--- src/rtl/ifetch_stage.sv ---
// Instruction fetch stage: PC, imem req/ack handshake and instruction register feeding the decoder.
// Optional macro IFETCH_ALIGN_CHECK_EN adds a sticky misalign flag for unaligned redirect targets.
module ifetch_stage #(
    parameter logic [31:0] RESET_PC = 32'h0000_0000,
    parameter int unsigned TIMEOUT  = 16
) (
    input  logic        clk,
    input  logic        rst_n,
    output logic        imem_req,
    output logic [31:0] imem_addr,
    input  logic        imem_ack,
    input  logic [31:0] imem_rdata,
    input  logic        stall,
    input  logic        redirect_valid,
    input  logic [31:0] redirect_pc,
    output logic [31:0] ir_out,
    output logic        ir_valid,
    output logic [31:0] pc_out,
    output logic [31:0] pc_plus4,
    output logic        imem_err
`ifdef IFETCH_ALIGN_CHECK_EN
    ,
    output logic        misalign
`endif
);

    typedef enum logic [1:0] {
        S_IDLE  = 2'd0,
        S_REQ   = 2'd1,
        S_FULL  = 2'd2,
        S_FLUSH = 2'd3
    } state_t;

    localparam logic [7:0] TIMEOUT_C = 8'(TIMEOUT);

    state_t      state_r;
    state_t      state_s;
    logic [31:0] pc_r;
    logic [7:0]  wait_cnt_r;
    logic [7:0]  wait_next_s;
    logic        req_s;
    logic        ack_take_s;
    logic        consume_s;
    logic [31:0] target_s;

    function automatic logic [31:0] word_align(input logic [31:0] addr);
        return {addr[31:2], 2'b00};
    endfunction

    assign imem_req  = req_s;
    assign imem_addr = pc_r;

    // Handshake qualifiers: the request drops while a held instruction blocks the IR.
    always_comb begin
        req_s = 1'b0;
        if ((state_r == S_REQ) && !(ir_valid && stall)) begin
            req_s = 1'b1;
        end else begin
            req_s = 1'b0;
        end
        ack_take_s  = req_s & imem_ack;
        consume_s   = ir_valid & ~stall;
        wait_next_s = wait_cnt_r + 8'd1;
        target_s    = word_align(redirect_pc);
    end

    // Next-state logic; a redirect overrides every other transition.
    always_comb begin
        state_s = state_r;
        if (redirect_valid) begin
            if (req_s) begin
                state_s = S_FLUSH;
            end else begin
                state_s = S_REQ;
            end
        end else begin
            case (state_r)
                S_IDLE:  state_s = S_REQ;
                S_REQ: begin
                    if (ack_take_s && stall) begin
                        state_s = S_FULL;
                    end else begin
                        state_s = S_REQ;
                    end
                end
                S_FULL: begin
                    if (!stall) begin
                        state_s = S_REQ;
                    end else begin
                        state_s = S_FULL;
                    end
                end
                S_FLUSH: state_s = S_REQ;
                default: state_s = S_IDLE;
            endcase
        end
    end

    // State register.
    always_ff @(posedge clk or negedge rst_n) begin
        if (!rst_n) begin
            state_r <= S_IDLE;
        end else begin
            state_r <= state_s;
        end
    end

    // PC, instruction register, wait counter and timeout flag.
    always_ff @(posedge clk or negedge rst_n) begin
        if (!rst_n) begin
            pc_r       <= RESET_PC;
            ir_out     <= 32'h0000_0000;
            ir_valid   <= 1'b0;
            pc_out     <= 32'h0000_0000;
            pc_plus4   <= 32'h0000_0004;
            wait_cnt_r <= 8'd0;
            imem_err   <= 1'b0;
        end else if (redirect_valid) begin
            // Any ack arriving alongside the redirect belongs to the abandoned path.
            pc_r       <= target_s;
            ir_valid   <= 1'b0;
            wait_cnt_r <= 8'd0;
        end else if (ack_take_s) begin
            ir_out     <= imem_rdata;
            ir_valid   <= 1'b1;
            pc_out     <= pc_r;
            pc_plus4   <= pc_r + 32'd4;
            pc_r       <= pc_r + 32'd4;
            wait_cnt_r <= 8'd0;
        end else begin
            if (consume_s) begin
                ir_valid <= 1'b0;
            end
            // Counter saturates at TIMEOUT; the request stays up after the error.
            if (req_s && (wait_cnt_r != TIMEOUT_C)) begin
                wait_cnt_r <= wait_next_s;
                if (wait_next_s == TIMEOUT_C) begin
                    imem_err <= 1'b1;
                end
            end
        end
    end

`ifdef IFETCH_ALIGN_CHECK_EN
    // Sticky flag for a redirect target that is not word aligned.
    always_ff @(posedge clk or negedge rst_n) begin
        if (!rst_n) begin
            misalign <= 1'b0;
        end else if (redirect_valid && (redirect_pc[1:0] != 2'b00)) begin
            misalign <= 1'b1;
        end
    end
`else
    logic unused_s;
    assign unused_s = ^redirect_pc[1:0];
`endif

endmodule

--- config.mk ---
export PLATFORM = sky130hd
export DESIGN_NAME = ifetch_stage
export DESIGN_NICKNAME = d
export VERILOG_FILES = /design/src/rtl/ifetch_stage.sv
export SDC_FILE = /design/constraint.sdc
export NUM_CORES = 1
export LEC_CHECK = 0
export CORE_MARGIN = 2
export CORE_UTILIZATION = 51
export DETAILED_ROUTE_END_ITERATION = 10
export PLACE_DENSITY = 0.92
export SYNTH_ARGS = -nofsm -noshare
export SYNTH_HDL_FRONTEND = slang
export SYNTH_SLANG_ARGS = --single-unit
--- constraint.sdc ---
create_clock -name clk -period 3.2 [get_ports clk]
set_input_delay 0.48 -clock clk [delete_from_list [all_inputs] [get_ports clk]]
set_output_delay 0.48 -clock clk [all_outputs]
set_load 0.01 [all_outputs]
==> results of run 1 <==
stage by stage:
step | cells | area (um2) | setup slack (ns) | util | hold slack, ns
2_1_floorplan | 719 | 6359 | 1.303 | - | 0.1844
3_3_place_gp | 1035 | 8330 | 0.7164 | 0.6907 | 0.4528
3_5_place_dp | 1035 | 8330 | 0.6789 | 0.6907 | 0.4623
4_1_cts | 1064 | 8862 | 0.7590 | 0.7348 | 0.04520
6_report | 1064 | 8862 | 0.7639 | 0.7348 | 0.03541
5_1_grt | 1064 | 8862 | 0.6543 | 0.7348 | 0.06926
placed cells by master, fill, tap and decap left out, types with 4 or more instances in the layout:
cell type	count
a21o_1	4
a31oi_1	4
and3_1	8
and4_1	4
buf_4	11
clkbuf_1	4
clkbuf_16	17
clkdlybuf4s50_1	189
clkinv_2	4
conb_1	6
dfrtp_1	133
ha_1	7
inv_1	8
nand2_1	269
nand3_1	22
nand4_1	18
nor2_1	12
nor3_1	12
o21ai_0	30
o21ai_1	35
xnor2_1	29
xor2_1	31
worst max path at each step:
stage,startpoint,endpoint,slack (ns),depth (start not counted)
global placement,stall,pc_plus4[10],0.72,6
CTS,state_r[1],imem_req,0.76,5
global route,state_r[1],imem_req,0.65,5
detailed placement,stall,pc_plus4[6],0.68,6
floorplan,state_r[1],pc_out[19],1.30,10
finish,state_r[1],imem_req,0.76,5
cells by family after synthesis:
logic type,after synthesis,share of synthesized area
AO/OA/AOI/OAI,83,0.07361
XOR/XNOR,60,0.08289
adder cells (fa/ha/maj),7,0.01381
buffers and inverters,63,0.04638
flip-flops,134,0.5291
multiplexers,3,0.004934
other,1,0.0005915
AND/OR/NAND/NOR,363,0.2487
synth_stat cells, types with 4 or more instances:
master	count
nand2_1	269
dfrtp_1	133
o21ai_1	35
xor2_1	31
o21ai_0	30
xnor2_1	29
buf_2	28
nand3_1	22
clkbuf_1	20
nand4_1	18
nor2_1	13
nor3_1	12
and3_1	8
inv_1	8
ha_1	7
buf_4	6
a21o_1	4
a31oi_1	4
and4_1	4
layout make-up:
class / instances / area (um2)
Inverter: 8 / 30.03
Fill cell: 876 / 3199
Tap cell: 168 / 210.2
Clock inverter: 5 / 50.05
Timing Repair Buffer: 203 / 2011
Sequential cell: 134 / 3354
Multi-Input combinational cell: 522 / 2725
Clock buffer: 24 / 481.7
worst reg2reg max path, stage by stage, from the launching register on:
cell,delay [ns]
dfrtp_1,0.50
ha_1,0.28
and3_1,0.43
nand4_1,0.35
nor4_2,0.32
xnor2_1,0.17
o21ai_1,0.07
metal layers:
layer,share of wire,wire [um],vias to the layer above
met5,0,0,-
met4,0.021,368,0
met3,0.087,1501,29
met2,0.49,8479,225
met1,0.40,6984,2690
li1,-,-,2655
sequential cells by signal, summed over array words and instances (netlist names):
signal and cells:
imem_addr 30, imem_err 1, ir_out 32, ir_valid 1, pc_out 30, pc_plus4 30, state_r 2, wait_cnt_r 8
power by group:
part,internal (uW),switching (uW)
Clock,1110,666
Combinational,1410,1230
Sequential,2290,395
==> impl_metrics.csv, run 1 <==
group,metric,value,unit
worst_setup_path,rrSetupSlack,0.97,ns
cells_and_area,layout.nets,962,
sta,fin_tns_setup,0,ns
logic_synthesis,synth-edff-count,0,
cells_and_area,drive_gt1_frac,0.05915,
clock_network,insertion_delay,0.41,ns
clock_network,cts_made_buffers,17,
global_routing,grt_pass1_vias,5461,
clock_network,path_clk_slew,0.05,ns
global_routing,grt_usage,0.2681,
logic_synthesis,ys_types,42,
drt,antenna_left,0,
logic_synthesis,synthFlopType,"dfrtp_1",
power,p_per_area,800.5,mW/mm2
worst_setup_path,ff2ff_path_depth,6,
global_routing,grt_remaining_overflow,0,
sta,worst_slew_margin_rel,0.5285,
logic_synthesis,netlist_instances,714,
sta,fmax,410.5,MHz
worst_setup_path,reg2reg_from,"imem_addr[2]",
global_routing,use_met3,0.08159,
drt,vias,5599,
worst_setup_path,crit_family,"buffers and inverters",
clock_network,htree_levels,4,
logic_synthesis,synth_top_area_cell,"dfrtp_1",
power,power,7094,uW
global_routing,grt_start_max_net_pins,75,
global_routing,antenna_found_initial,0,
power,peakVddDrop,0.4358,mV
worst_setup_path,max_stage_delay,0.54,ns
outcome,status,"finished, final reports clean",
cells_and_area,insertedDiodeCount,0,
sta,tightest_slew,0.7047,ns
floorplanning,die_height,115.5,um
worst_setup_path,worstSetupPathType,"flop to output pin",
floorplanning,die_x,115.5,um
cells_and_area,area_growth,39.79,%
global_routing,top_usage_layer,"met2",
worst_setup_path,timing.rr.end,"imem_addr[30]",
floorplanning,dieArea,0.01334,mm2
clock_network,cts.root.buffer_cell,"clkbuf_16",
worst_setup_path,worstPathMaxFanout,6,
logic_synthesis,synth_area_leaders,"dfrtp_1, nand2_1, xor2_1, xnor2_1, o21ai_1",
worst_setup_path,critical_path.endpoint_type,"output pin",
floorplanning,start_util,0.5256,
logic_synthesis,yosysWarningCount,0,
sta,period_share,0.7613,
clock_network,cts_tree,"built",
logic_synthesis,syn_avg_cell_area,8.879,um2
logic_synthesis,ys_ff_latch,134,
sta,finalSetupViolations,0,
sta,hold_violations,0,
sta,layout_min_cycle_time,2.436,ns
sta,drv_slew,0,
worst_setup_path,cp_slowest_cell,"clkdlybuf4s50_1",
clock_network,cts_hold_buf,0,
floorplanning,boundaryPins,200,
global_routing,use_met2,0.4464,
logic_synthesis,async_flop_share,1.000,
worst_setup_path,cp.buffers_inverters,3,
drt,dr.pass1.iters,5,
sta,rsz0062_at_grt,"no",
drt,wl,17.33,mm
logic_synthesis,synth_area,0.006340,mm2
place,place.port_buffers,191,
place,routabilityCongestion,0.8005,
place,dpl.hpwl,12.19,mm
floorplanning,rows,40,
floorplanning,placeableCoreArea,0.01206,mm2
clock_network,cts_setup_buffers,0,
worst_setup_path,crit_chain,"inv_1, ha_1, a21boi_2, buf_4, clkdlybuf4s50_1",
clock_network,cts_resized,0,
global_routing,grt_pass1_wl,27.49,mm
logic_synthesis,netlist.area_leader.share,0.5250,
drt,wire_per_inst,16.29,um
power,cellLeakagePower,0.003971,uW
global_routing,met1_usage,0.3309,
worst_setup_path,worstPathArrival,1.96,ns
sta,skew,0.005175,ns
clock_network,clk_path_buf_depth,2,
hold_path,hp-class,"primary input to asynchronous set/reset pin",
worst_setup_path,critPathRequiredTime,2.72,ns
drt,via_per_inst,5.262,
run,cap_violations,0,
worst_setup_path,startpoint_type,"flop",
drt,drtIter0Drc,393,
clock_network,clock_sinks,134,
drt,drc,0,
logic_synthesis,yosysSeqAreaShare,0.5291,
No activity file was read; power rests on OpenSTA's default activity.
==> run 2, diff against run 1 <==
--- a/config.mk
+++ b/config.mk
@@ -6,9 +6,9 @@
 export NUM_CORES = 1
 export LEC_CHECK = 0
 export CORE_MARGIN = 2
-export CORE_UTILIZATION = 51
+export CORE_UTILIZATION = 42
 export DETAILED_ROUTE_END_ITERATION = 10
-export PLACE_DENSITY = 0.92
+export PLACE_DENSITY = 0.81
 export SYNTH_ARGS = -nofsm -noshare
 export SYNTH_HDL_FRONTEND = slang
 export SYNTH_SLANG_ARGS = --single-unit
==> constraint.sdc (replaced) <==
create_clock -name clk -period 1.99 [get_ports clk]
set_input_delay 0.2985 -clock clk [delete_from_list [all_inputs] [get_ports clk]]
set_output_delay 0.2985 -clock clk [all_outputs]
set_load 0.01 [all_outputs]
==> impl_metrics.csv, run 2 (same netlist as run 1, synthesis figures left out) <==
group,metric,value,unit
cells_and_area,drive_gt1_frac,0.1143,
power,peakVddDrop,0.6580,mV
worst_setup_path,worstPathMaxFanout,6,
global_routing,antenna_found_initial,1,
worst_setup_path,critPathRequiredTime,2.32,ns
global_routing,grt_usage,0.2318,
sta,skew,0.01041,ns
power,p_per_area,1288,mW/mm2
clock_network,cts_made_buffers,17,
drt,dr.pass1.iters,4,
place,dpl.hpwl,13.04,mm
outcome,status,"finished, final reports clean",
drt,drc,0,
hold_path,hp-class,"primary input to asynchronous set/reset pin",
floorplanning,die_height,126.9,um
place,place.port_buffers,191,
cells_and_area,final_common_cell,"nand2_1",
worst_setup_path,critical_path.endpoint_type,"flop",
clock_network,path_clk_slew,0.06,ns
cells_and_area,area_growth,48.39,%
global_routing,grt_start_max_net_pins,55,
clock_network,htree_levels,4,
worst_setup_path,worstSetupPathType,"flop to flop",
sta,layout_min_cycle_time,1.901,ns
drt,wl,18.05,mm
floorplanning,boundaryPins,200,
floorplanning,dieArea,0.01609,mm2
worst_setup_path,ff2ff_path_depth,4,
sta,fmax,526.2,MHz
clock_network,cts_tree,"built",
drt,via_per_inst,5.071,
sta,drv_slew,0,
floorplanning,start_util,0.4329,
global_routing,grt_remaining_overflow,0,
drt,wire_per_inst,15.99,um
clock_network,cts.root.buffer_cell,"clkbuf_16",
worst_setup_path,worstPathArrival,2.23,ns
clock_network,insertion_delay,0.42,ns
place,placed_area,0.008731,mm2
power,p_comb_frac,0.372,
cells_and_area,insertedDiodeCount,0,
cells_and_area,regMostFlops,"ir_out",
cells_and_area,layout.nets,1008,
power,pwr-share-seq,0.348,
drt,vias,5725,
floorplanning,die_x,126.9,um
power,intPower,8314,uW
sta,finalSetupViolations,0,
power,pwr-share-clk,0.280,
worst_setup_path,startpoint_type,"flop",
floorplanning,rows,44,
clock_network,clock_sinks,134,
cells_and_area,layout_common_cells,"nand2_1, clkdlybuf4s50_1, dfrtp_1, buf_4, o21ai_1",
floorplanning,placeableCoreArea,0.01464,mm2
sta,fin_tns_setup,0,ns
sta,rsz0062_at_grt,"no",
drt,antenna_left,0,
cells_and_area,largest_reg_flops,32,
drt,drtIter0Drc,291,
cells_and_area,stdcell_area,0.009408,mm2
clock_network,clk_path_buf_depth,2,
global_routing,grt_pass1_wl,29.37,mm
sta,hold_violations,0,
sta,holdWs,0.3355,ns
power,p_switching,3804,uW
power,cellLeakagePower,0.004267,uW
sta,period_share,0.9551,
power,power,12120,uW
run,cap_violations,0,
global_routing,grt_pass1_vias,5741,
power,switching_share,0.3139,
place,routabilityCongestion,0.8607,
[run 2: routing by layer]
| layer | GRT usage | up-vias | wire [um] |
|---|---|---|---|
| met3 | 0.06833 | 21 | 1467 |
| met5 | 0 | - | 0 |
| met4 | 0.07046 | 0 | 202 |
| met2 | 0.3893 | 210 | 8672 |
| met1 | 0.2904 | 2724 | 7710 |
| li1 | - | 2770 | - |
[run 2: critical path, stage by stage (launching register included)]
cell and delay, ns:
dfrtp_1 0.43, or3_4 0.40, or4_4 0.54, a21o_1 0.25
a31oi_1 0.19
[run 2: power groups by stage]
stage	logic (uW)	registers, uW	clock network, uW
finish	4510	4220	3390
global route	4940	4350	3580
detailed placement	4500	4270	0
CTS	4530	4230	3440
floorplan	1360	4670	0
global placement	4410	4220	0
[run 2: worst paths after layout]
path                           startpoint       endpoint  slack (ns)
setup / recovery            wait_cnt_r[6]  wait_cnt_r[6]        0.09
hold / removal                      rst_n      ir_out[9]        0.34
setup reg to reg            wait_cnt_r[6]  wait_cnt_r[6]        0.09
hold reg to reg                ir_out[13]     ir_out[13]        0.47
max in group asynchronous           rst_n      ir_out[6]        1.04
min in group clk           redirect_valid  wait_cnt_r[7]        0.41
[run 2: per-stage QoR]
stage	util	cells	worst slack, ns
5_1_grt	0.6424	1129	0.01300
3_3_place_gp	0.5962	1095	-0.01982
3_5_place_dp	0.5962	1095	-0.08661
6_report	0.6424	1129	0.08943
2_1_floorplan	-	719	0.09307
4_1_cts	0.6411	1128	0.03443
[run 2: what timing repair did]
action	in CTS	in global routing
hold buffers	1	0
gates resized for setup	2	5
cloned	0	0
setup buffers	0	1
setup endpoints to repair	1	6
hold endpoints to repair	28	0
pin swaps	0	0
[run 2: layout make-up]
type / instances / area [um2]
Clock inverter: 12 / 175.2
Clock buffer: 20 / 466.7
Multi-Input combinational cell: 522 / 2748
Inverter: 8 / 30.03
Fill cell: 1187 / 5236
Timing Repair Buffer: 249 / 2404
Sequential cell: 134 / 3354
Tap cell: 184 / 230.2
